--- config.mk ---
export PLATFORM = sky130hd
export DESIGN_NAME = hyperbus_tf_arbiter
export DESIGN_NICKNAME = d
export VERILOG_FILES = /design/src/rtl/hyperbus_tf_arbiter.sv
export SDC_FILE = /design/constraint.sdc
export NUM_CORES = 1
export LEC_CHECK = 0
export ABC_AREA = 1
export CAP_MARGIN = 20
export CORE_AREA = 5 5 150 152
export DETAILED_ROUTE_END_ITERATION = 6
export DIE_AREA = 0 0 155 157
export PLACE_DENSITY = 0.69
export SYNTH_ARGS = -nofsm -noshare
export SYNTH_HDL_FRONTEND = slang
export SYNTH_SLANG_ARGS = --single-unit
--- constraint.sdc ---
create_clock -name clk_i -period 1.2 [get_ports clk_i]
set_input_delay 0.24 -clock clk_i [delete_from_list [all_inputs] [get_ports clk_i]]
set_output_delay 0.24 -clock clk_i [all_outputs]
set_load 0.01 [all_outputs]
--- src/rtl/hyperbus_tf_arbiter.sv ---
// Round-robin whole-transfer arbiter sharing one HyperBus PHY transfer/TX/RX/B port among NumPorts front-ends.
// Optional watchdog abort is enabled with `define HYPERBUS_ARB_TIMEOUT_EN.
module hyperbus_tf_arbiter #(
  parameter int NumPorts      = 2,
  parameter int TransWidth    = 64,
  parameter int TxWidth       = 35,
  parameter int RxDataWidth   = 32,
  parameter int TimeoutCycles = 1024,
  localparam int IdxW         = (NumPorts > 1) ? $clog2(NumPorts) : 1
) (
  input  logic                                 clk_i,
  input  logic                                 rst_i,
  input  logic [NumPorts-1:0][TransWidth-1:0]  port_trans_i,
  input  logic [NumPorts-1:0]                  port_trans_write_i,
  input  logic [NumPorts-1:0]                  port_trans_valid_i,
  output logic [NumPorts-1:0]                  port_trans_ready_o,
  input  logic [NumPorts-1:0][TxWidth-1:0]     port_tx_i,
  input  logic [NumPorts-1:0]                  port_tx_valid_i,
  output logic [NumPorts-1:0]                  port_tx_ready_o,
  output logic [RxDataWidth-1:0]               port_rx_data_o,
  output logic                                 port_rx_last_o,
  output logic                                 port_rx_error_o,
  output logic [NumPorts-1:0]                  port_rx_valid_o,
  input  logic [NumPorts-1:0]                  port_rx_ready_i,
  output logic                                 port_b_error_o,
  output logic [NumPorts-1:0]                  port_b_valid_o,
  input  logic [NumPorts-1:0]                  port_b_ready_i,
  output logic [TransWidth-1:0]                phy_trans_o,
  output logic                                 phy_trans_valid_o,
  input  logic                                 phy_trans_ready_i,
  output logic [TxWidth-1:0]                   phy_tx_o,
  output logic                                 phy_tx_valid_o,
  input  logic                                 phy_tx_ready_i,
  input  logic [RxDataWidth-1:0]               phy_rx_data_i,
  input  logic                                 phy_rx_last_i,
  input  logic                                 phy_rx_error_i,
  input  logic                                 phy_rx_valid_i,
  output logic                                 phy_rx_ready_o,
  input  logic                                 phy_b_error_i,
  input  logic                                 phy_b_valid_i,
  output logic                                 phy_b_ready_o,
  output logic                                 busy_o,
  output logic [IdxW-1:0]                      grant_idx_o,
  output logic                                 timeout_o
);

  typedef enum logic [1:0] {IDLE, ISSUE, WRITE, READ} state_e;

  state_e                state_q, state_d;
  logic [IdxW-1:0]       rr_q, rr_d;
  logic [IdxW-1:0]       grant_q, grant_d;
  logic [TransWidth-1:0] desc_q, desc_d;
  logic                  write_q, write_d;

  logic [IdxW-1:0]       win_idx;
  logic                  win_found;
  logic [IdxW-1:0]       cand;
  logic [NumPorts-1:0]   win_oh;
  logic [NumPorts-1:0]   grant_oh;
  logic                  abort_w;

  // Search starts one past the last winner so the previous owner goes last.
  always_comb begin
    win_idx   = '0;
    win_found = 1'b0;
    cand      = '0;
    for (int i = 0; i < NumPorts; i++) begin
      cand = IdxW'((int'(rr_q) + 1 + i) % NumPorts);
      if (!win_found && port_trans_valid_i[cand]) begin
        win_found = 1'b1;
        win_idx   = cand;
      end
    end
  end

  for (genvar gi = 0; gi < NumPorts; gi++) begin : g_onehot
    assign win_oh[gi]   = win_found && (win_idx == IdxW'(gi));
    assign grant_oh[gi] = (grant_q == IdxW'(gi));
  end

  always_comb begin
    state_d            = state_q;
    rr_d               = rr_q;
    grant_d            = grant_q;
    desc_d             = desc_q;
    write_d            = write_q;
    port_trans_ready_o = '0;
    port_tx_ready_o    = '0;
    port_rx_data_o     = '0;
    port_rx_last_o     = 1'b0;
    port_rx_error_o    = 1'b0;
    port_rx_valid_o    = '0;
    port_b_error_o     = 1'b0;
    port_b_valid_o     = '0;
    phy_trans_valid_o  = 1'b0;
    phy_tx_o           = '0;
    phy_tx_valid_o     = 1'b0;
    phy_rx_ready_o     = 1'b0;
    phy_b_ready_o      = 1'b0;
    case (state_q)
      IDLE: begin
        // A ready seen during reset would be a handshake the arbiter then forgets.
        if (win_found && !rst_i) begin
          port_trans_ready_o = win_oh;
          desc_d             = port_trans_i[win_idx];
          write_d            = port_trans_write_i[win_idx];
          grant_d            = win_idx;
          rr_d               = win_idx;
          state_d            = ISSUE;
        end
      end
      ISSUE: begin
        phy_trans_valid_o = 1'b1;
        if (phy_trans_ready_i) state_d = write_q ? WRITE : READ;
      end
      WRITE: begin
        if (abort_w) begin
          port_b_valid_o = grant_oh;
          port_b_error_o = 1'b1;
          if (port_b_ready_i[grant_q]) state_d = IDLE;
        end else begin
          phy_tx_o        = port_tx_i[grant_q];
          phy_tx_valid_o  = port_tx_valid_i[grant_q];
          port_tx_ready_o = grant_oh & {NumPorts{phy_tx_ready_i}};
          port_b_valid_o  = grant_oh & {NumPorts{phy_b_valid_i}};
          port_b_error_o  = phy_b_error_i;
          phy_b_ready_o   = port_b_ready_i[grant_q];
          if (phy_b_valid_i && port_b_ready_i[grant_q]) state_d = IDLE;
        end
      end
      READ: begin
        if (abort_w) begin
          port_rx_valid_o = grant_oh;
          port_rx_last_o  = 1'b1;
          port_rx_error_o = 1'b1;
          if (port_rx_ready_i[grant_q]) state_d = IDLE;
        end else begin
          port_rx_data_o  = phy_rx_data_i;
          port_rx_last_o  = phy_rx_last_i;
          port_rx_error_o = phy_rx_error_i;
          port_rx_valid_o = grant_oh & {NumPorts{phy_rx_valid_i}};
          phy_rx_ready_o  = port_rx_ready_i[grant_q];
          if (phy_rx_valid_i && port_rx_ready_i[grant_q] && phy_rx_last_i) state_d = IDLE;
        end
      end
      default: state_d = IDLE;
    endcase
  end

  always_ff @(posedge clk_i) begin
    if (rst_i) begin
      state_q <= IDLE;
      rr_q    <= IdxW'(NumPorts - 1);
      grant_q <= '0;
      desc_q  <= '0;
      write_q <= 1'b0;
    end else begin
      state_q <= state_d;
      rr_q    <= rr_d;
      grant_q <= grant_d;
      desc_q  <= desc_d;
      write_q <= write_d;
    end
  end

  assign phy_trans_o = desc_q;
  assign busy_o      = (state_q != IDLE);
  assign grant_idx_o = grant_q;

`ifdef HYPERBUS_ARB_TIMEOUT_EN
  localparam int CntW = $clog2(TimeoutCycles + 1);

  logic [CntW-1:0] cnt_q, cnt_d;
  logic            abort_q, abort_d;
  logic            timeout_q, timeout_d;
  logic            phy_hs;

  assign phy_hs = (phy_tx_valid_o && phy_tx_ready_i) || (phy_rx_valid_i && phy_rx_ready_o) ||
                  (phy_b_valid_i && phy_b_ready_o);

  // Clearing during ISSUE means every WRITE/READ phase starts from zero.
  always_comb begin
    cnt_d     = cnt_q;
    abort_d   = abort_q;
    timeout_d = 1'b0;
    if (state_q == ISSUE || state_q == IDLE) begin
      cnt_d   = '0;
      abort_d = 1'b0;
    end else if (!abort_q) begin
      if (phy_hs) begin
        cnt_d = '0;
      end else begin
        cnt_d = cnt_q + 1'b1;
        if (cnt_q == CntW'(TimeoutCycles - 1)) begin
          abort_d   = 1'b1;
          timeout_d = 1'b1;
        end
      end
    end
  end

  always_ff @(posedge clk_i) begin
    if (rst_i) begin
      cnt_q     <= '0;
      abort_q   <= 1'b0;
      timeout_q <= 1'b0;
    end else begin
      cnt_q     <= cnt_d;
      abort_q   <= abort_d;
      timeout_q <= timeout_d;
    end
  end

  assign abort_w   = abort_q;
  assign timeout_o = timeout_q;
`else
  logic unused_cfg;
  assign unused_cfg = (TimeoutCycles > 0);
  assign abort_w    = 1'b0;
  assign timeout_o  = 1'b0;
`endif

endmodule
# Word-level counts from Yosys, hierarchy flattened
# Index checks and enable logic that the tools add are counted.
# totals
ff_bits	69
out_inout_bits	149
word_cells	76
# op_classes
addsub	2
n_lt_le_gt_ge	4
n_eq_ne	7
muxes	40
bitwise_logic	5
reduce_logical	13
# ops
op	n
$mux 64	2
$mux 35	3
$mux 32	1
$mux 1	24
$mux 2	9
$lt 1x2->1 const B	4
$ne 2x2->1 const B	4
$pmux 2 s4	1
$logic_and 1x1->1	7
$and 2x2->2	3
$eq 2x2->1 const B	2
$reduce_and 4->1	1
$add 1x1->1 const B	2
$eq 2x1->1 const B	1
$logic_not 1->1	2
$logic_not 2->1	1
$not 1->1	2
$reduce_and 2->1	1
$reduce_bool 2->1	1

# Depth between registers and ports, before layout
# Gate-level depths: netlist (run 1).
# depth
depth_word	11
mapped_depth	9

# Least setup slack after synthesis (run 1)
# No wires, ideal clock.
# synth_timing
kind	reg2out
startpoint	reg grant_q, in the netlist grant_idx_o
endpoint	out phy_tx_o[17]
t_arrival_ns	1.228
required_ns	0.960
setup_slack_ns	-0.268
stages_incl_launch_ff	7
n_path_buf	3
path_cell_list	dfxtp_1 -> clkbuf_1 -> inv_1 -> buf_2 -> buf_2 -> nand2_1 -> a21oi_1
# synth_via
elab_chain_cells	3
# synth_rtl
item	line_no	text
start, declared	51	logic [IdxW-1:0] grant_q, grant_d;
start signal, assigned	160	grant_q <= grant_d;
$mux 35 (implied by the code) (2 in series)	122	phy_tx_o = port_tx_i[grant_q];
$mux 35	100	case (state_q)
end, declared	31	output logic [TxWidth-1:0] phy_tx_o,
# No other way between the ends. The select of a mux whose other input is x is not followed.

# Worst setup path in the final report (run 1)
# layout_timing
startpoint	reg state_q[1]
endpoint	out phy_tx_o[28]
# layout_via
elab_chain_cells	2
# layout_rtl
item	line_no	text
start, declared	49	state_e state_q, state_d;
start signal, assigned	158	state_q <= state_d;
$eq 2x2->1	100	
$mux 35	100	
# No other way between the ends.

==> run_results.csv, run 1 <==
group,metric,value,unit
detailed_routing,routed_via_density,4.43,
power,p_per_area,1190,nW/µm²
clocking,clock_tree_from_tritoncts,"done",
sta,highest_clock_rate,584,MHz
detailed_routing,drt-wirelength-per-cell,19.0,µm
sta,finalMaxSlewViolations,0,
global_routing,grt_antenna_before_repair,4,
worst_setup_path,timing.setup.critical_path_class,"flip-flop to output port",
sta,rsz_0062_raised_after_global_routing,"yes",
sta,final_setup_violation_count,153,
sta,slew-limit-headroom,0.423,
worst_setup_path,cpMaxStageDelayCell,"sky130_fd_sc_hd__dfxtp_2",
sta,tightestPinTransition,0.866,ns
die,floorplan.initialDensity,0.204,
job,cap_violations,0,
power,static-leakage-power,5.53,nW
layout,ff_latch_area,1400,µm²
synth,yosysSeqAreaShare,0.323,
detailed_routing,antenna_violating_nets_post_route,0,
die,die_area,24300,µm²
global_routing,track_usage,0.217,
global_routing,number_of_global_route_vias_before_repair,6606,
placed_design,routabilityCongestion,0.847,
clocking,clock_insertion_delay_worst_skew,0.33,ns
sta,fin_crit,1.71,ns
worst_setup_path,crit_path_max_fanout,5,
clocking,h-tree-depth,3,
synth,ys_seq_elements,69,
global_routing,grt_first_pass_wirelength,39800,µm
worst_setup_path,critPathBufInv,5,
die,vert_die_dim,157,µm
worst_setup_path,max_stage_delay,0.36,ns
die,row_count,53,
synth,synthesized_net_count,1004,
placed_design,io_buffers,396,
layout,post_route_cells_drive_above_1_share,0.305,
worst_setup_path,setup.worst_path.end_class,"output port",
layout,areaGrowthSynthToFinish,150,%
clocking,clockRootBuffer,"sky130_fd_sc_hd__clkbuf_16",
worst_setup_path,worstSetupStartpointType,"flip-flop",
sta,fin_tns_setup,-54.85,ns
layout,final_nets,1452,
detailed_routing,routed-via-count,6579,
layout,postLayoutCoreUtil,0.512,
clocking,worst_setup_hold_path_clk_slew,0.06,ns
global_routing,grt.overflow.total,0,
sta,clock-skew-final,0.00649,ns
worst_setup_path,r2r_setup_slack,-0.43,ns
detailed_routing,first_pass_iters,5,
clocking,cts.sink_count,69,
worst_setup_path,critical_path.endpoint,"phy_tx_o[28]",
min_path,min_path_cells,3,
sta,fin_ws,-0.513,ns
worst_setup_path,worst_r2r_path_depth,9,
placed_design,post-dp-hpwl,18400,µm
worst_setup_path,critical-path-top-delay-family,"buffers and inverters",
synth,post_synth_num_cell_types,23,
worst_setup_path,arrival,1.47,ns
worst_setup_path,required_time_of_the_critical_path,0.96,ns
detailed_routing,finalWirelength,28100,µm
layout,multiInputGateArea,3040,µm²
synth,syn_area,4270,µm²
die,io_pins,398,
min_path,holdCritPathClass,"input pin to flip-flop",
die,core,20900,µm²
worst_setup_path,critical_path.cell_chain,"inv_2, nor2_4, inv_4, buf_12, buf_16, a21oi_4, buf_6",
clocking,cts_max_path_buffers,2,
synth,synthesis.yosys.warnings,0,
run_status,failing_checks,"setup timing",
sta,finalHoldViolations,0,
run_status,outcome,"complete, but fails checks",
die,die-width,155,µm
sta,hold_slack,0.191,ns
layout,filler_cell_count,2008,
worst_setup_path,critical_path.reg2reg.endpoint,"grant_idx_o",
synth,postSynthCellCount,755,
worst_setup_path,cell_count_along_the_critical_path,7,
detailed_routing,detailedRoute.firstIterationViolations,252,
sta,timing.final.crit_share,1.43,
power,vdd_drop_max,0.656,mV
synth,postSynthAreaPerCell,5.66,µm²
worst_setup_path,critPathLaunch,"state_q[1]",
worst_setup_path,r2r_start,"state_q[0]",
clocking,cts_hold_buffers,0,
detailed_routing,remaining_drc_errors,0,
global_routing,grt_start_max_net_pins,68,
clocking,total_cts_buffers,9,
-- tightest hold or removal path: stages --
cell,delay [ns]
sky130_fd_sc_hd__buf_2,0.11
sky130_fd_sc_hd__inv_2,0.08
sky130_fd_sc_hd__nand3_2,0.07
-- registers in the layout, indices dropped and copies added (netlist names) --
signal,cells
write_q,1
rr_q,1
phy_trans_o,64
grant_idx_o,1
state_q,2
-- Yosys cell counts (all sizes together) --
cell	number	area, µm²
a21oi	103	549
buf	33	218
clkbuf	21	78.8
clkinv	1	3.75
conb	1	3.75
dfxtp	69	1380
inv	52	195
nand2	419	1600
nand3	2	10.0
nand4	2	12.5
nor2	43	171
nor3	6	30.0
nor3b	1	7.51
o21ai	2	13.8
-- how the worst min path moves through the flow --
stage / startpoint / to
2_1_floorplan: rr_q / rr_q
3_3_place_gp: phy_trans_o[30] / phy_trans_o[30]
3_5_place_dp: phy_trans_o[15] / phy_trans_o[15]
4_1_cts: rst_i / rr_q
5_1_grt: rst_i / rr_q
6_report: rst_i / rr_q
-- repair_timing --
item                       4_1_cts  5_1_grt
setup endpoints to repair      216      208
setup buffers                   27        7
gates resized for setup        492      179
pin swaps                        5        7
gates cloned                    24        2
-- power by group --
| part | leakage, nW | internal (mW) | switching [mW] |
|---|---|---|---|
| Clock | 0.152 | 1.78 | 1.03 |
| Combinational | 4.81 | 3.83 | 3.27 |
| Sequential | 0.566 | 2.58 | 0.197 |
| Total | 5.53 | 8.19 | 4.50 |
-- cell usage in the layout (no fill, tap or decap), drive strengths merged, types with 2 or more instances in the layout --
cell type	count
nor2	43
nand3	2
nand4	2
dfxtp	69
buf	182
dlymetal6s2s	48
inv	53
clkbuf	16
o21ai	2
nor3	6
nand2	419
clkdlybuf4s15	12
clkdlybuf4s50	245
a21oi	103
-- layout make-up --
type                    instances  share of cell area
repair buffers                491               0.503
clock buffers                  13              0.0253
multi-input cells             579               0.284
diodes                          1            0.000234
well taps                     275              0.0322
inverters                      53              0.0203
flip-flops and latches         69               0.131
clock inverters                 3             0.00398
-- per-stage QoR --
step	instances	setup WS (ns)	instance area, µm²	total power [mW]
floorplan	755	-0.0500	4670	5.15
global placement	1417	-0.781	9030	7.70
detailed placement	1417	-0.804	9030	7.75
CTS	1484	-0.544	10500	12.7
global route	1484	-0.577	10700	13.4
finish	1484	-0.513	10700	12.7
-- routing by layer --
layer  part of all wire  routed length (µm)  vias to the layer above  global-route usage
li1                   -                   -                     3202                   -
met2               0.55               15400                      287               0.434
met1               0.35                9720                     3040               0.218
met3              0.081                2270                       46              0.0641
met4              0.025                 690                        4              0.0509
met5            0.00096                  27                        -                   0
-- cell families (layout without fill, tap and decap cells) --
| group | Yosys count | count (layout) | synth area share |
|---|---|---|---|
| simple gates | 473 | 473 | 0.428 |
| buf+inv | 107 | 560 | 0.116 |
| compound gates | 105 | 105 | 0.132 |
| flops | 69 | 69 | 0.323 |
| other cells | 1 | 2 | 0.000878 |
No activity file was read; power rests on OpenSTA's default activity.
==> run 2, diff against run 1 <==
==> constraint.sdc (replaced) <==
create_clock -name clk_i -period 1.2 [get_ports clk_i]
set_input_delay 0.18 -clock clk_i [delete_from_list [all_inputs] [get_ports clk_i]]
set_output_delay 0.18 -clock clk_i [all_outputs]
set_load 0.01 [all_outputs]
==> run 2 against run 1 <==
  * The run still ends with setup timing left
  * Critical path depth is 2 lower
  * Sequential power increased by 3%
  * Global-route usage is 2.9 points lower
  * Die area did not move
  * Via count down 3.8%
  * Clock skew increased by 0.0055 ns
  * Core utilization increased by 0.25 points
  * Power is 1.4% lower
  * First-iteration DRC count grew 12%
  * Cell count fell by 1.1%
  * Non-clock buffer count decreased by 16
  * Final area grew 0.48%
  * Critical path type unchanged
  * Largest cell class unchanged
  * Largest power group unchanged
==> run_results.csv, run 2 (same netlist as run 1, synthesis figures left out) <==
group,metric,value,unit
worst_setup_path,required_time_of_the_critical_path,1.02,ns
power,power.share.clock,0.221,
clocking,clock_tree_from_tritoncts,"done",
run_status,failing_checks,"setup timing",
layout,final_nets,1436,
layout,areaGrowthSynthToFinish,151,%
clocking,cts.sink_count,69,
worst_setup_path,setup.worst_path.end_class,"output port",
worst_setup_path,critical-path-top-delay-family,"buffers and inverters",
clocking,clock_insertion_delay_worst_skew,0.33,ns
sta,highest_clock_rate,614,MHz
worst_setup_path,r2r_setup_slack,-0.38,ns
detailed_routing,drt-wirelength-per-cell,17.6,µm
worst_setup_path,critical_path.cell_chain,"nor2_4, clkinv_4, buf_12, a21oi_4, buf_6",
sta,clock-skew-final,0.0120,ns
global_routing,number_of_global_route_vias_before_repair,6179,
power,netSwitchingFraction,0.374,
sta,finalHoldViolations,0,
sta,tightestPinTransition,1.12,ns
detailed_routing,remaining_drc_errors,0,
die,die-width,155,µm
worst_setup_path,critical_path.reg2reg.endpoint,"phy_trans_o[3]",
clocking,total_cts_buffers,9,
global_routing,grt.overflow.total,0,
power,cell_internal_pwr,7.82,mW
power,comb_power_share,0.550,
power,total_switching_power,4.68,mW
worst_setup_path,r2r_start,"state_q[1]",
run_status,outcome,"complete, but fails checks",
power,p_per_area,1160,nW/µm²
sta,timing.final.crit_share,1.36,
worst_setup_path,worst_r2r_path_depth,10,
die,vert_die_dim,157,µm
sta,final_setup_violation_count,153,
detailed_routing,detailedRoute.firstIterationViolations,282,
layout,finish.cell_count_without_fillers,1468,
placed_design,io_buffers,396,
sta,finalMaxSlewViolations,0,
placed_design,dpl.cell_count,1418,
sta,fin_crit,1.63,ns
worst_setup_path,arrival,1.45,ns
power,static-leakage-power,5.02,nW
global_routing,grt_antenna_before_repair,2,
min_path,min_path_cells,4,
clocking,clockRootBuffer,"sky130_fd_sc_hd__clkbuf_16",
worst_setup_path,cpMaxStageDelayCell,"sky130_fd_sc_hd__dfxtp_4",
detailed_routing,finalWirelength,25800,µm
worst_setup_path,max_stage_delay,0.37,ns
worst_setup_path,worstSetupStartpointType,"flip-flop",
die,io_pins,398,
layout,final_common_cell,"sky130_fd_sc_hd__nand2_1",
die,die_area,24300,µm²
clocking,cts_max_path_buffers,2,
power,vdd_drop_max,0.710,mV
worst_setup_path,critPathBufInv,3,
min_path,hold_end,"rr_q",
detailed_routing,routed_via_density,4.31,
power,p_seq_frac,0.229,
global_routing,grt_start_max_net_pins,68,
placed_design,routabilityCongestion,0.877,
clocking,cts_hold_buffers,0,
layout,post_route_cells_drive_above_1_share,0.387,
detailed_routing,routed-via-count,6326,
clocking,h-tree-depth,3,
die,floorplan.initialDensity,0.204,
global_routing,track_usage,0.188,
power,power,12.5,mW
worst_setup_path,timing.setup.critical_path_class,"flip-flop to output port",
clocking,worst_setup_hold_path_clk_slew,0.06,ns
sta,rsz_0062_raised_after_global_routing,"yes",
layout,largest_register_ff_count,64,
detailed_routing,antenna_violating_nets_post_route,0,
layout,final_cell_mix,"sky130_fd_sc_hd__nand2_1 (317), sky130_fd_sc_hd__clkdlybuf4s50_1 (247), sky130_fd_sc_hd__a21oi_2 (87), sky130_fd_sc_hd__nand2_4 (80), sky130_fd_sc_hd__dfxtp_1 (65)",
die,row_count,53,
worst_setup_path,crit_path_max_fanout,13,
min_path,holdCritPathClass,"input pin to flip-flop",
sta,fin_ws,-0.428,ns
global_routing,grt_first_pass_wirelength,35300,µm
job,cap_violations,0,
sta,slew-limit-headroom,0.254,
detailed_routing,first_pass_iters,4,
die,core,20900,µm²
min_path,holdCritStartpoint,"rst_i",
placed_design,post-dp-hpwl,18000,µm
## run 2: cell count changes in the layout (fill, tap and decap cells not counted), sizes merged
cell / before / now
buf: 182 / 160
bufbuf: 1 / 0
clkbuf: 16 / 45
clkdlybuf4s15: 12 / 27
clkdlybuf4s50: 245 / 247
clkinv: 1 / 4
clkinvlp: 1 / 2
dlygate4sd2: 0 / 7
dlymetal6s2s: 48 / 0
inv: 53 / 51
## run 2: layout make-up
cell class	instances	area, µm²
sequential	69	1390
fill	2029	10200
multi-input combinational	579	3620
clock buffer	11	253
timing repair buffer	475	4850
tap	275	344
inverter	53	221
antenna	1	2.50
clock inverter	5	58.8
## run 2: power by group through the flow
stage	Combinational, mW	Sequential (mW)	Clock, mW
5_1_grt	7.32	2.90	2.94
3_5_place_dp	4.95	2.77	0
6_report	6.88	2.86	2.76
2_1_floorplan	2.15	2.87	0
3_3_place_gp	4.93	2.76	0
4_1_cts	6.28	2.81	2.82
## run 2: worst reg2reg max path, stage by stage (launching register included)
cell and delay, ns:
sky130_fd_sc_hd__dfxtp_2 0.32, sky130_fd_sc_hd__buf_6 0.12, sky130_fd_sc_hd__nor2_4 0.13, sky130_fd_sc_hd__inv_4 0.07, sky130_fd_sc_hd__nor2_4 0.15, sky130_fd_sc_hd__inv_2 0.08
sky130_fd_sc_hd__buf_12 0.16, sky130_fd_sc_hd__buf_12 0.14, sky130_fd_sc_hd__buf_16 0.16, sky130_fd_sc_hd__nand2_4 0.07, sky130_fd_sc_hd__a21oi_2 0.04
## run 2: timing repair
action,4_1_cts,5_1_grt
buffers inserted,15,5
resized for setup,598,248
hold endpoints to repair,0,0
gates cloned,15,8
pin swaps,57,68
setup endpoints to repair,215,176
## run 2: routing by layer
metal  track usage  wire length, µm
met4        0.0761              847
met2         0.357            14100
met1         0.192             8760
met5             0               13
met3        0.0547             2070
## run 2: stage by stage
step                setup slack [ns]  TNS, ns   util  instance area (µm²)  hold WS (ns)
floorplan                    -0.0266   -0.310      -                 4540         0.404
global placement              -0.639   -67.57  0.430                 8980         0.450
detailed placement            -0.681   -71.04  0.430                 8980         0.455
CTS                           -0.457   -52.63  0.484                10100         0.218
global route                  -0.476   -58.89  0.514                10700         0.252
finish                        -0.428   -50.04  0.514                10700         0.239
## run 2: worst max-delay path by stage
stage	startpoint	end	slack, ns	cells past startpoint
finish	state_q[0]	phy_tx_o[26]	-0.43	5
floorplan	state_q[1]	port_trans_ready_o[1]	-0.03	7
global placement	port_trans_valid_i[1]	port_trans_ready_o[0]	-0.64	6
global route	state_q[0]	phy_tx_o[26]	-0.48	5
detailed placement	port_trans_valid_i[1]	port_trans_ready_o[0]	-0.68	6
CTS	state_q[0]	phy_tx_o[26]	-0.46	5
